**config.mk**
```make
export PLATFORM = sky130hd
export DESIGN_NAME = ecc_scrub_scheduler
export DESIGN_NICKNAME = d
export VERILOG_FILES = /design/src/rtl/ecc_scrub_scheduler.sv
export SDC_FILE = /design/constraint.sdc
export NUM_CORES = 1
export LEC_CHECK = 0
export BUFFER_PORTS_ARGS = -buffer_cell sky130_fd_sc_hd__buf_2
export CELL_PAD_IN_SITES_DETAIL_PLACEMENT = 1
export CELL_PAD_IN_SITES_GLOBAL_PLACEMENT = 2
export CORE_ASPECT_RATIO = 0.75
export CORE_MARGIN = 5
export CORE_UTILIZATION = 36
export DETAILED_ROUTE_END_ITERATION = 7
export PLACE_DENSITY_LB_ADDON = 0.05
export SYNTH_ARGS = -nofsm -noshare
export SYNTH_HDL_FRONTEND = slang
export SYNTH_SLANG_ARGS = --single-unit
export TNS_END_PERCENT = 10
```
**constraint.sdc**
```tcl
create_clock -name clk_i -period 7.4 [get_ports clk_i]
set_input_delay 1.11 -clock clk_i [delete_from_list [all_inputs] [get_ports clk_i]]
set_output_delay 1.11 -clock clk_i [all_outputs]
set_load 0.1 [all_outputs]
```
**src/rtl/ecc_scrub_scheduler.sv**
```systemverilog
// Trigger-rate scheduler, correction statistics and nominal address mirror for the ECC scrubber.
// Optional macro ECC_SCRUB_SCHED_ADAPTIVE_EN halves the scrub period while the current pass has seen corrections.
module ecc_scrub_scheduler #(
  parameter int BankSize      = 256,
  parameter int IntervalWidth = 16,
  parameter int CntWidth      = 16,
  parameter int MinInterval   = 4
) (
  input  logic                         clk_i,
  input  logic                         rst_ni,
  input  logic                         enable_i,
  input  logic [IntervalWidth-1:0]     interval_i,
  input  logic [CntWidth-1:0]          threshold_i,
  input  logic                         clear_i,
  input  logic                         irq_clr_i,
  input  logic                         bit_corrected_i,
  output logic                         scrub_trigger_o,
  output logic                         pass_done_o,
  output logic [$clog2(BankSize)-1:0]  scrub_addr_o,
  output logic [CntWidth-1:0]          corr_count_o,
  output logic [CntWidth-1:0]          pass_count_o,
  output logic                         irq_o
);

  localparam int AddrWidth = $clog2(BankSize);
  localparam logic [AddrWidth-1:0]     LastAddr = AddrWidth'(BankSize - 1);
  localparam logic [IntervalWidth-1:0] MinIntv  = IntervalWidth'(MinInterval);
  localparam logic [CntWidth-1:0]      CntMax   = '1;

  typedef enum logic {StOff, StCount} state_e;

  state_e                   state_q;
  logic [IntervalWidth-1:0] timer_q;
  logic [AddrWidth-1:0]     addr_q;
  logic                     pass_done_q;
  logic [CntWidth-1:0]      corr_q;
  logic [CntWidth-1:0]      pass_q;
  logic                     irq_q;

  logic [IntervalWidth-1:0] req_interval;
  logic [IntervalWidth-1:0] eff_interval;
  logic [IntervalWidth-1:0] eff_last;
  logic                     timer_hit;
  logic                     trigger;
  logic                     wrap;
  logic                     corr_inc;
  logic [CntWidth-1:0]      corr_d;
  logic                     irq_set;

`ifdef ECC_SCRUB_SCHED_ADAPTIVE_EN
  // Only "any correction this pass" matters, so a single flag stands in for the per-pass count.
  logic pass_err_q;

  always_ff @(posedge clk_i or negedge rst_ni) begin
    if (!rst_ni) begin
      pass_err_q <= 1'b0;
    end else if (clear_i || wrap) begin
      pass_err_q <= 1'b0;
    end else if (bit_corrected_i) begin
      pass_err_q <= 1'b1;
    end
  end

  assign req_interval = pass_err_q ? (interval_i >> 1) : interval_i;
`else
  assign req_interval = interval_i;
`endif

  assign eff_interval = (req_interval < MinIntv) ? MinIntv : req_interval;
  assign eff_last     = eff_interval - IntervalWidth'(1);
  assign timer_hit    = (timer_q >= eff_last);
  assign trigger      = (state_q == StCount) && enable_i && timer_hit;
  assign wrap         = trigger && (addr_q == LastAddr);

  // Only an actual increment can raise irq, so a parked count or saturation never re-arms it.
  assign corr_inc = bit_corrected_i && (corr_q != CntMax);
  assign corr_d   = corr_inc ? corr_q + CntWidth'(1) : corr_q;
  assign irq_set  = corr_inc && (corr_d == threshold_i) && (threshold_i != '0);

  always_ff @(posedge clk_i or negedge rst_ni) begin
    if (!rst_ni) begin
      state_q <= StOff;
      timer_q <= '0;
    end else begin
      case (state_q)
        StOff: begin
          timer_q <= '0;
          if (enable_i) state_q <= StCount;
        end
        StCount: begin
          if (!enable_i) begin
            state_q <= StOff;
            timer_q <= '0;
          end else if (timer_hit) begin
            timer_q <= '0;
          end else begin
            timer_q <= timer_q + IntervalWidth'(1);
          end
        end
        default: begin
          state_q <= StOff;
          timer_q <= '0;
        end
      endcase
    end
  end

  // clear_i takes priority over any coincident correction, wrap or irq set.
  always_ff @(posedge clk_i or negedge rst_ni) begin
    if (!rst_ni) begin
      addr_q      <= '0;
      pass_done_q <= 1'b0;
      corr_q      <= '0;
      pass_q      <= '0;
      irq_q       <= 1'b0;
    end else if (clear_i) begin
      addr_q      <= '0;
      pass_done_q <= 1'b0;
      corr_q      <= '0;
      pass_q      <= '0;
      irq_q       <= 1'b0;
    end else begin
      pass_done_q <= wrap;
      corr_q      <= corr_d;
      if (trigger) addr_q <= wrap ? '0 : addr_q + AddrWidth'(1);
      if (wrap && (pass_q != CntMax)) pass_q <= pass_q + CntWidth'(1);
      if (irq_set) begin
        irq_q <= 1'b1;
      end else if (irq_clr_i) begin
        irq_q <= 1'b0;
      end
    end
  end

  assign scrub_trigger_o = trigger;
  assign pass_done_o     = pass_done_q;
  assign scrub_addr_o    = addr_q;
  assign corr_count_o    = corr_q;
  assign pass_count_o    = pass_q;
  assign irq_o           = irq_q;

endmodule

```
==> flow_summary.toml, run 1 <==
[finish]
nFillCells = 1399
synthToLayoutAreaGrowth_pct = 19.78
seq_area_um2 = 1476
diodes = 0
drive_gt1_share_pct = 20.75
multi_input_area_um2 = 2625
final_nets = 614

[worst_setup_path]
cp.required_ns = 6.29
reg2reg_depth = 7
start_kind = "input port"
r2r_slack_ns = 4.54
r2r_start = "corr_count_o[7]$_DFF_PN0_"
path_class = "input port to primary output"
crit_fanout = 8
reg2reg_to = "irq_o$_DFFE_PN0P_"
cp.arrival_ns = 5.20
critPathLaunch = "interval_i[6]"
endpoint_kind = "primary output"

[pwr]
peakVddDrop_mv = 0.1200
p_leak_nw = 2.312
p_per_area_nw_per_um2 = 161.0

[clock_network]
root_buffer = "clkbuf_16"
h-tree-depth = 3
clkLatencyLatePin_ns = 0.33
cts_buffers = 9
cts_tree = "done"
clockBufferDepth = 2
ctsHoldBuffers = 0
cts_sinks = 59
cts_resized = 0
cts_setup_buffers = 0
clk_pin_slew_ns = 0.05

[timing]
finalMaxSlewViolations = 0
max_freq_ghz = 0.1586
final.setup.tns_ns = 0
setup_viol = 0
max_slew_margin_pct = 46.18
fin_crit_sh_pct = 85.21
hold_violations = 0
period_minus_slack_ns = 6.305
skew_ns = 0.01094
worst_pin_slew_ns = 0.8072
fin_ws_ns = 1.095
rsz0062_at_grt = "false"

[die]
fp.dieArea_um2 = 14050
dieHeight_um = 103.9
rows = 34
design.core.area_um2 = 11570
ios = 81
initial_core_util_pct = 36.58
fp.dieW_um = 135.2

[drt]
routed_via_density = 5.366
dr.pass1.iters = 4
ant_nets = 0
drt_wl_total_mm = 12.25
drc = 0
wire_per_inst_um = 16.99
dr_total_vias = 3869
drt_iter0_markers = 115

[synthesis]
synth-edff-count = 0
synthArstFlopShare_pct = 100.0
synth.cell_area_um2 = 4233
syn_area_per_cell_um2 = 8.874
yosys_warnings = 0
ys_seq_area_share_pct = 34.88
ys_seq_elements = 59
synth_area_leaders = "dfrtp_1, ha_1, xnor2_1"
synth_nets = 536
synthFlopType = "dfrtp_1"
yosysTopAreaCellShare_pct = 34.88
postSynthCellCount = 477
synth_top_cell_by_area = "dfrtp_1"
synthDistinctLibCells = 62

[grt]
grt_pass1_wl_mm = 20.38
overflow = 0
grt_pass1_vias = 4017
met1_usage_pct = 24.65
use_met3_pct = 4.352
use_met2_pct = 28.16
grt_usage_pct = 17.68
grt_max_degree = 60
grt_antenna_before_repair = 0
top_usage_layer = "met2"

[worst_hold_path]
worstHoldStart = "irq_o$_DFFE_PN0P_"
hold_depth = 2
min_to = "irq_o$_DFFE_PN0P_"
hold_path.class = "flip-flop to flip-flop"

[place]
place.gp.congestion = 0.7792
hpwl_mm = 9.168
io_buffers = 80
dp_slack_ns = 1.162

[status]
status = "finished clean"

[job]
drv_cap = 0
[state kept, by name, summed over array words and instances, names as in the netlist]
name	count
state_q	1
irq_o	1
corr_count_o	16
scrub_addr_o	8
pass_done_o	1
pass_count_o	16
timer_q	16
[worst max-delay path, cell delays in order]
cell       delay, ns
buf_2           0.12
or3_1           0.42
nor3_1          0.25
nand4bb_1       0.31
nand2_1         0.19
ha_1            0.24
nand3_1         0.15
nor4_1          0.56
nand2_1         0.14
xor2_1          0.17
ha_1            0.18
a21o_1          0.15
a21o_1          0.18
a21o_1          0.21
or2_0           0.23
o21ai_2         0.15
inv_2           0.12
buf_2           0.31
[cells in the mapped netlist, types with 3 or more instances]
cell and n:
a21o_1 8, a21oi_1 27, and3_1 13, and4_1 4, buf_2 3, buf_4 3
clkbuf_1 9, dfrtp_1 59, ha_1 21, inv_1 12, mux2_1 4, nand2_1 30
nand2b_1 5, nand3_1 27, nand4_1 13, nor2_1 57, nor2b_1 12, nor3_1 10
nor4_1 14, nor4_2 3, o21ai_0 16, o21ai_1 3, o31ai_1 6, o41ai_1 5
or3_1 10, or4_1 9, xnor2_1 26, xor2_1 24
[layout by cell type, fill, tap and decap left out, types with 6 or more instances in the layout]
cell / count
a21oi_1: 27
buf_2: 80
dfrtp_1: 59
nor4_1: 14
nor3_1: 10
xor2_1: 24
or4_1: 9
nand4_1: 13
nand3_1: 27
o21ai_0: 16
nor2b_1: 12
ha_1: 21
and3_1: 13
a21o_1: 8
or3_1: 10
nand2_1: 30
o31ai_1: 6
inv_1: 12
clkbuf_16: 9
nor2_1: 57
xnor2_1: 26
[where the power goes]
part           total (mW)  switching (mW)  internal [mW]
registers           0.328         0.00299          0.325
logic              0.0714          0.0468         0.0246
clock network       0.417           0.149          0.268
[cell families (layout without fill, tap and decap cells)]
| logic type | after synthesis | after routing | synth area share (%) |
|---|---|---|---|
| AOI/OAI and AO/OA | 87 | 87 | 13.48 |
| xor gates and xnor gates | 51 | 51 | 10.94 |
| adders and majority gates | 21 | 21 | 6.207 |
| buffers and inverters | 29 | 111 | 3.103 |
| DFF | 59 | 59 | 34.88 |
| muxes | 7 | 7 | 1.803 |
| and+or+nand+nor | 223 | 223 | 29.59 |
[stage by stage]
step / instance area (µm²) / hold WS (ns) / power, mW / cells / util, %
after CTS: 5070 / 0.4925 / 0.8293 / 721 / 43.81
final: 5070 / 0.4830 / 0.8161 / 721 / 43.81
after global routing: 5070 / 0.5367 / 0.8535 / 721 / 43.81
after global placement: 4776 / 0.4712 / 0.4035 / 706 / 41.27
after detailed placement: 4776 / 0.4799 / 0.4059 / 706 / 41.27
after floorplan: 4233 / 0.4739 / 0.3707 / 477 / -
[per-layer routing]
metal,vias up,routed length [µm]
met2,52,5641
li1,1901,-
met4,0,63
met5,-,0
met3,5,447
met1,1911,6101
[final cells by class]
class,count,area share (%)
timing repair buffer,83,8.342
clock inverter,4,1.012
tap,162,3.998
clock buffer,11,4.788
multi-input combinational,389,51.78
inverter,13,0.9625
sequential,59,29.12
[how the worst max path moves through the flow]
| stage | to | slack, ns | cells after the start |
|---|---|---|---|
| 2_1_floorplan | scrub_trigger_o | 1.69 | 17 |
| 3_3_place_gp | scrub_trigger_o | 1.36 | 18 |
| 3_5_place_dp | scrub_trigger_o | 1.16 | 18 |
| 4_1_cts | scrub_trigger_o | 1.14 | 18 |
| 5_1_grt | scrub_trigger_o | 0.75 | 18 |
| 6_report | scrub_trigger_o | 1.09 | 18 |
Power figures use the tool's default switching activity.
==> run 2: changes to the inputs <==
HOLD_SLACK_MARGIN = 0.05   (was not set)
clock period = 7.9 ns   (was 7.4 ns; I/O delays follow)
==> run 2 against run 1 <==
Total power fell by 3.4%. Critical path depth did not move. Clock power barely moved. Critical endpoint unchanged. Routed wire length rose by 0.31%. Via count fell by 0.28%. Largest cell class unchanged. Combinational power fell by 6.7%.
==> flow_summary.toml, run 2 (synthesized netlist as in run 1, its figures left out) <==
[status]
status = "finished clean"

[finish]
diodes = 0
mostFrequentLayoutCells = "buf_2, dfrtp_1, nor2_1, nand2_1"
seq_area_um2 = 1476
synthToLayoutAreaGrowth_pct = 20.10
final_cell_area_um2 = 5084
fin_cells = 721
drive_gt1_share_pct = 20.75
multi_input_area_um2 = 2625
nFillCells = 1377
layout_commonest_cell = "buf_2"
postLayoutCoreUtil_pct = 43.93
final_nets = 614

[die]
ios = 81
initial_core_util_pct = 36.58
dieHeight_um = 103.9
fp.dieArea_um2 = 14050
design.core.area_um2 = 11570
rows = 34
fp.dieW_um = 135.2

[pwr]
p_switching_mw = 0.1871
p_int_mw = 0.6009
p_leak_nw = 2.322
clkPwrFrac_pct = 52.6
p_total_mw = 0.7880
p_per_area_nw_per_um2 = 155.0
switching_share_pct = 23.74
comb_power_share_pct = 8.4
peakVddDrop_mv = 0.1002
power.share.sequential_pct = 39.0

[grt]
grt_antenna_before_repair = 0
grt_max_degree = 60
overflow = 0
grt_pass1_vias = 3938
grt_pass1_wl_mm = 20.29
grt_usage_pct = 17.65

[drt]
dr_total_vias = 3858
ant_nets = 0
drt_iter0_markers = 115
routed_via_density = 5.351
wire_per_inst_um = 17.05
dr.pass1.iters = 4
drc = 0
drt_wl_total_mm = 12.29

[timing]
max_slew_margin_pct = 47.77
hold_violations = 0
setup_viol = 0
final.setup.tns_ns = 0
skew_ns = 0.008509
worst_pin_slew_ns = 0.7835
period_minus_slack_ns = 6.369
fin_ws_ns = 1.531
fin_crit_sh_pct = 80.62
finalMaxSlewViolations = 0
rsz0062_at_grt = "false"
hold-worst-slack_ns = 0.4999
max_freq_ghz = 0.1570

[job]
drv_cap = 0

[clock_network]
cts_tree = "done"
clk_pin_slew_ns = 0.05
cts_resized = 0
ctsHoldBuffers = 0
root_buffer = "clkbuf_16"
h-tree-depth = 3
clockBufferDepth = 2
cts_buffers = 9
clkLatencyLatePin_ns = 0.33
cts_sinks = 59
cts_setup_buffers = 0

[worst_setup_path]
cp.arrival_ns = 5.18
crit_chain = "buf_2 -> or3_1 -> nor3_1 -> nand4bb_1 -> nand2_1 -> ha_1 -> nand3_1 -> nor4_1 -> nand2_1 -> xor2_1 -> ha_1 -> a21o_1 -> a21o_1 -> a21o_1 -> or2_0 -> o21ai_2 -> inv_2 -> buf_2"
cpMaxStageDelayCell = "nor4_1"
start_kind = "input port"
endpoint_kind = "primary output"
r2r_start = "timer_q[0]$_DFF_PN0_"
cp.required_ns = 6.71
critPathMostFrequentCell = "a21o_1"
crit_fanout = 8
cp_slowest_stage_delay_ns = 0.51
path_class = "input port to primary output"
critPathLaunch = "interval_i[6]"

[worst_hold_path]
worstHoldStart = "irq_o$_DFFE_PN0P_"
hold_path.class = "flip-flop to flip-flop"

[place]
dp_slack_ns = 1.540
place.gp.congestion = 0.7821
post_dp_cell_area_um2 = 4776
place_inst = 706
hpwl_mm = 9.139
io_buffers = 80
[run 2: cell types whose count changed in the layout (fill, tap and decap cells not counted)]
cell        previous run  this run
bufinv_16              1         2
clkbuf_8               1         0
clkinv_2               1         2
clkinvlp_4             1         0
[run 2: power by group through the flow]
stage / registers (mW) / clock network (mW) / logic [mW]
finish: 0.307 / 0.414 / 0.0666
floorplan: 0.319 / 0 / 0.0279
CTS: 0.307 / 0.426 / 0.0681
detailed placement: 0.312 / 0 / 0.0677
global placement: 0.312 / 0 / 0.0658
global route: 0.307 / 0.441 / 0.0740
[run 2: path summary, 6_finish.rpt]
check | to | slack, ns | depth (start not counted)
worst max-delay path | scrub_trigger_o | 1.53 | 18
worst min-delay path | irq_o$_DFFE_PN0P_ | 0.50 | 2
worst max register to register | pass_count_o[13]$_DFFE_PN0P_ | 5.12 | 10
worst min register to register | irq_o$_DFFE_PN0P_ | 0.50 | 2
max in group asynchronous | pass_count_o[10]$_DFFE_PN0P_ | 6.36 | 2
min in group asynchronous | corr_count_o[9]$_DFF_PN0_ | 1.01 | 2
[run 2: final cells by class]
cell class,instances,share of cell area [%]
Tap cell,162,3.987
Sequential cell,59,29.04
Multi-Input combinational cell,389,51.64
Timing Repair Buffer,83,8.319
Clock buffer,10,4.504
Clock inverter,5,1.551
Inverter,13,0.9599
[run 2: metal layers]
layer / up-vias / wire (µm) / track usage, %
li1: 1893 / - / -
met1: 1895 / 6368 / 25.58
met2: 65 / 5402 / 26.49
met3: 5 / 451 / 4.594
met4: 0 / 68 / 3.669
met5: - / 0 / 0
[run 2: worst max-delay path, delay by kind of cell]
family / cells / cell delay [ns]
buffers and inverters: 3 / 0.55
AND/OR/NAND/NOR: 8 / 2.16
XOR/XNOR: 1 / 0.18
AO/OA/AOI/OAI: 4 / 0.70
adder cells (fa/ha/maj): 2 / 0.40
